<file path="src/rtl/alu_arbiter.sv">
// Round-robin front end that shares one external 64-bit combinational ALU between
// the execute stage (requester 0) and the address/branch-target unit (requester 1).
module alu_arbiter #(
    parameter int WIDTH = 64,
    parameter int CNT_W = 16
) (
    input  logic             clk,
    input  logic             rst,
    input  logic             req0_valid,
    output logic             req0_ready,
    input  logic [WIDTH-1:0] req0_a,
    input  logic [WIDTH-1:0] req0_b,
    input  logic [3:0]       req0_ctrl,
    input  logic             req1_valid,
    output logic             req1_ready,
    input  logic [WIDTH-1:0] req1_a,
    input  logic [WIDTH-1:0] req1_b,
    input  logic [3:0]       req1_ctrl,
    output logic [WIDTH-1:0] alu_a,
    output logic [WIDTH-1:0] alu_b,
    output logic [3:0]       alu_ctrl,
    input  logic [WIDTH-1:0] alu_res,
    input  logic             alu_z,
    output logic             resp_valid,
    input  logic             resp_ready,
    output logic [WIDTH-1:0] resp_data,
    output logic             resp_flag,
    output logic             resp_id,
    output logic             resp_err,
    output logic             busy,
    output logic [CNT_W-1:0] op_count
);

    typedef enum logic [1:0] {IDLE, EXEC, RESP} state_t;

    state_t           state_reg, state_next;
    logic             last_grant_reg;
    logic             id_reg;
    logic             illegal_reg;
    logic [WIDTH-1:0] alu_a_reg, alu_b_reg;
    logic [3:0]       alu_ctrl_reg;
    logic [WIDTH-1:0] resp_data_reg;
    logic             resp_flag_reg, resp_id_reg, resp_err_reg;
    logic [CNT_W-1:0] op_count_reg;

    logic [1:0]       valid_vec, grant_vec, ready_vec;
    logic [WIDTH-1:0] a_vec [2];
    logic [WIDTH-1:0] b_vec [2];
    logic [3:0]       ctrl_vec [2];
    logic             accept, sel;
    logic [3:0]       ctrl_sel;
    logic             ctrl_legal;

    function automatic logic is_legal(input logic [3:0] code);
        case (code)
            4'b0000, 4'b0001, 4'b0010, 4'b0110, 4'b0111, 4'b1100: return 1'b1;
            default: return 1'b0;
        endcase
    endfunction

    assign valid_vec   = {req1_valid, req0_valid};
    assign a_vec[0]    = req0_a;
    assign a_vec[1]    = req1_a;
    assign b_vec[0]    = req0_b;
    assign b_vec[1]    = req1_b;
    assign ctrl_vec[0] = req0_ctrl;
    assign ctrl_vec[1] = req1_ctrl;

    // A requester wins when it is alone, or on a conflict when it was not granted last.
    generate
        for (genvar gi = 0; gi < 2; gi++) begin : g_req
            assign grant_vec[gi] = valid_vec[gi] &&
                                   (!valid_vec[1-gi] || (last_grant_reg != 1'(gi)));
            assign ready_vec[gi] = (state_reg == IDLE) && grant_vec[gi] && !rst;
        end
    endgenerate

    assign req0_ready = ready_vec[0];
    assign req1_ready = ready_vec[1];
    assign accept     = |(valid_vec & ready_vec);
    assign sel        = ready_vec[1];
    assign ctrl_sel   = ctrl_vec[sel];
    assign ctrl_legal = is_legal(ctrl_sel);

    always_comb begin
        state_next = state_reg;
        case (state_reg)
            IDLE:    if (accept) state_next = EXEC;
            EXEC:    state_next = RESP;
            RESP:    if (resp_ready) state_next = IDLE;
            default: state_next = IDLE;
        endcase
    end

    always_ff @(posedge clk) begin
        if (rst) begin
            state_reg      <= IDLE;
            last_grant_reg <= 1'b1;
            id_reg         <= 1'b0;
            illegal_reg    <= 1'b0;
            alu_a_reg      <= '0;
            alu_b_reg      <= '0;
            alu_ctrl_reg   <= 4'b0000;
            resp_data_reg  <= '0;
            resp_flag_reg  <= 1'b0;
            resp_id_reg    <= 1'b0;
            resp_err_reg   <= 1'b0;
            op_count_reg   <= '0;
        end else begin
            state_reg <= state_next;
            if (state_reg == IDLE && accept) begin
                alu_a_reg      <= a_vec[sel];
                alu_b_reg      <= b_vec[sel];
                // Illegal codes are replaced at latch time so the ALU never sees them.
                alu_ctrl_reg   <= ctrl_legal ? ctrl_sel : 4'b0000;
                illegal_reg    <= !ctrl_legal;
                id_reg         <= sel;
                last_grant_reg <= sel;
            end
            if (state_reg == EXEC) begin
                resp_data_reg <= illegal_reg ? '0 : alu_res;
                resp_flag_reg <= illegal_reg ? 1'b0 : alu_z;
                resp_err_reg  <= illegal_reg;
                resp_id_reg   <= id_reg;
            end
            if (state_reg == RESP && resp_ready) begin
                op_count_reg <= op_count_reg + CNT_W'(1);
            end
        end
    end

    assign alu_a      = alu_a_reg;
    assign alu_b      = alu_b_reg;
    assign alu_ctrl   = alu_ctrl_reg;
    assign resp_valid = (state_reg == RESP);
    assign resp_data  = resp_data_reg;
    assign resp_flag  = resp_flag_reg;
    assign resp_id    = resp_id_reg;
    assign resp_err   = resp_err_reg;
    assign busy       = (state_reg != IDLE);
    assign op_count   = op_count_reg;

endmodule
</file>
<file path="config.mk">
export PLATFORM = sky130hd
export DESIGN_NAME = alu_arbiter
export DESIGN_NICKNAME = d
export VERILOG_FILES = /design/src/rtl/alu_arbiter.sv
export SDC_FILE = /design/constraint.sdc
export NUM_CORES = 1
export LEC_CHECK = 0
export ABC_AREA = 0
export CAP_MARGIN = 20
export CORE_AREA = 2 2 214 216
export CTS_CLUSTER_DIAMETER = 40
export DETAILED_ROUTE_END_ITERATION = 6
export DIE_AREA = 0 0 216 218
export PLACE_DENSITY = 0.54
export SLEW_MARGIN = 20
export SYNTH_ARGS = -nofsm -noshare
export SYNTH_HDL_FRONTEND = slang
export SYNTH_SLANG_ARGS = --single-unit
</file>
<file path="constraint.sdc">
create_clock -name clk -period 1.7 [get_ports clk]
set_input_delay 0.34 -clock clk [delete_from_list [all_inputs] [get_ports clk]]
set_output_delay 0.34 -clock clk [all_outputs]
set_load 0.02 [all_outputs]
</file>
==> impl_metrics.csv <==
group,metric,value,unit
power_and_ir_drop,pwr-share-seq,31.5,%
placed_design,finalWeightedCongestion,0.826,
hold_path,min_from,"rst",
cells_and_area,final_cell_mix,"332 x clkdlybuf4s50_1, 216 x dfxtp_1, 206 x nor2_1",
global_route,grt_overflow_total,0,
timing,clock_skew,0.0217,ns
synthesis,yosysUniqueCellTypes,44,
worst_setup_path,endpoint_kind,"primary output",
power_and_ir_drop,p_leak,0.00729,uW
timing,setup_tns,-0.487,ns
die,dieArea,47100,sq um
status,violations,"setup timing",
cells_and_area,drive_above_1_share,11.4,%
timing,fin_ws,-0.170,ns
routing,ant_nets,0,
flow_run,cap_violations,0,
power_and_ir_drop,vdd_ir_drop_max,0.789,mV
global_route,grt_pass1_wl,62.1,mm
global_route,grt_pass1_vias,10700,
timing,slew_headroom,58.3,%
timing,hold_viol_final,0,
cells_and_area,multi_input_area,4520,sq um
cts,postCtsHoldBufs,0,
worst_setup_path,crit_arrival,1.53,ns
cells_and_area,fin_cells,2365,
worst_setup_path,critical_path_peak_fanout,3,
global_route,grt_antenna_before_repair,7,
status,status,"complete, but fails checks",
power_and_ir_drop,share_comb_of_total_power,22.8,%
synthesis,syn_area,9360,sq um
cells_and_area,utilization,38.9,%
cells_and_area,synthToLayoutAreaGrowth,86.8,%
routing,via_count,10700,
routing,drc_errors,0,
die,start_util,20.8,%
timing,rsz0062_at_grt,"yes",
routing,wl_per_cell,17.7,microns
worst_setup_path,worst-setup-path-type,"reg2out",
cells_and_area,layout.nets,2059,
cells_and_area,seqCellArea,4410,sq um
hold_path,hold_path_class,"in2reg",
synthesis,yosysSeqAreaShare,47.1,%
hold_path,min_to,"op_count[8]",
placed_design,placed_cells,2272,
worst_setup_path,reg2reg_to,"alu_b[60]",
synthesis,ys_seq_elements,220,
power_and_ir_drop,clkPwrFrac,45.7,%
cts,h-tree-depth,2,
cts,cts_root_buffer,"clkbuf_16",
worst_setup_path,crit_start,"state_reg[0]",
die,core_area,44900,sq um
cts,clk_latency,0.55,ns
synthesis,syn_avg_cell_area,8.18,sq um
routing,viasPerCell,4.54,
worst_setup_path,worst_r2r_startpoint,"state_reg[0]",
timing,period_share,110,%
cells_and_area,final_area,17500,sq um
cts,clockBufferDepth,3,
die,rows,78,
die,ios,553,
global_route,grt_max_degree,128,
timing,fmax,0.535,GHz
power_and_ir_drop,power_per_cell_area,1120,nW/um^2
cells_and_area,final_common_cell,"clkdlybuf4s50_1",
routing,dr.pass1.iters,4,
synthesis,synth_nets,1479,
worst_setup_path,r2r_cells,9,
placed_design,dpl.hpwl,30.6,mm
worst_setup_path,required,1.36,ns
power_and_ir_drop,intPower,13800,uW
cts,cts_tree,"done",
placed_design,port_buffers,552,
power_and_ir_drop,switchingPower,5810,uW
timing,setup_viol,15,
synthesis,synth_edf_count,0,
power_and_ir_drop,swShare,29.5,%
placed_design,placed_area,16000,sq um
synthesis,netlist_instances,1144,
synthesis,synth_flop_cell,"dfxtp_1",
worst_setup_path,r2r_setup_slack,-0.04,ns
timing,worst_slew_pin_slew,0.625,ns
routing,drtIter0Drc,438,
hold_path,whs_path_depth,3,
cts,cts_sinks,220,
cells_and_area,nFillCells,4688,
synthesis,async_reset_ff_share,0,%
cts,cts_made_buffers,46,
timing,whs,0.336,ns
timing,fin_crit,1.87,ns
timing,final_max_slew_viol_count,0,
die,die_w,216,microns
worst_setup_path,worstSetupStartpointType,"flip-flop",
global_route,track_usage,16.9,%
routing,routed_wl,41.9,mm
synthesis,yosysWarnings,0,
die,die_y,218,microns
cts,clkSlewWorstSetupHoldPaths,0.05,ns
-- layout make-up --
class                           instances  share of cell area, %
Timing Repair Buffer                  637                   35.5
Multi-Input combinational cell        814                   25.8
Sequential cell                       220                   25.2
Clock buffer                           56                   7.21
Tap cell                              600                   4.30
Clock inverter                         28                   1.66
Inverter                                5                  0.136
Antenna cell                            5                 0.0716
-- power groups by stage --
stage / sequential, uW / clock (uW) / combinational (uW)
after floorplan: 7020 / 0 / 1310
after global placement: 6290 / 0 / 4870
after detailed placement: 6300 / 0 / 4870
after CTS: 6200 / 9230 / 4490
after global routing: 6270 / 9450 / 4810
final: 6200 / 8980 / 4470
-- routing by layer --
metal	wire length [microns]	share of wire (%)	vias up	track usage (%)
met2	20300	48	455	28.8
met4	1360	3.3	4	7.53
met5	25	0.060	-	0
met1	16200	39	4988	18.7
met3	4050	9.7	92	6.40
li1	-	-	5187	-
-- cells by family after synthesis --
| group | Yosys count | synth area share (%) |
|---|---|---|
| adders and majority gates | 1 | 0.134 |
| xor gates and xnor gates | 8 | 0.749 |
| DFF | 220 | 47.1 |
| and+or+nand+nor | 573 | 32.0 |
| muxes | 4 | 0.455 |
| buffers and inverters | 110 | 5.03 |
| AOI/OAI and AO/OA | 228 | 14.6 |
-- worst max-delay path by stage --
stage / endpoint / slack [ns] / cells past startpoint
after floorplan: op_count[14] / 0.03 / 4
after global placement: req1_ready / -0.57 / 6
after detailed placement: alu_ctrl[1] / -0.52 / 7
after CTS: req0_ready / -0.23 / 5
after global routing: req0_ready / -0.23 / 5
final: req0_ready / -0.17 / 5
-- worst max-delay path, stage by stage, from the launching register on --
cell	delay [ns]
dfxtp_4	0.35
nor3_4	0.22
buf_12	0.14
nand3_4	0.08
inv_4	0.07
buf_6	0.12
-- cell usage after synthesis (3+ instances only) --
master | number | share of area, %
or3_1 | 4 | 0.27
nand3b_1 | 127 | 10
o21ai_0 | 5 | 0.27
nor2_1 | 206 | 8.3
nand3_2 | 3 | 0.32
or4_1 | 3 | 0.24
buf_2 | 31 | 1.7
a211o_1 | 3 | 0.28
clkbuf_1 | 61 | 2.4
dfxtp_1 | 220 | 47
a21oi_1 | 75 | 4.0
o31ai_1 | 3 | 0.24
xor2_1 | 8 | 0.75
inv_1 | 3 | 0.12
buf_1 | 10 | 0.40
a31oi_1 | 130 | 8.7
nand2_1 | 137 | 5.5
nand3_1 | 8 | 0.43
nand2b_1 | 5 | 0.33
nor2b_1 | 3 | 0.20
nor3b_1 | 66 | 5.3
nand4_1 | 4 | 0.27
-- through the flow --
| stage | setup slack, ns | power, uW |
|---|---|---|
| after floorplan | 0.0301 | 8330 |
| after global placement | -0.573 | 11200 |
| after detailed placement | -0.524 | 11200 |
| after CTS | -0.230 | 19900 |
| after global routing | -0.227 | 20500 |
| final | -0.170 | 19700 |
-- repair_timing --
action                                  CTS  global route
gates cloned                              0             2
endpoints found under the setup margin  232            90
pin swaps                                 1             4
resized for setup                       266            18
buffers inserted                          1             1
No activity file was read; power rests on OpenSTA's default activity.
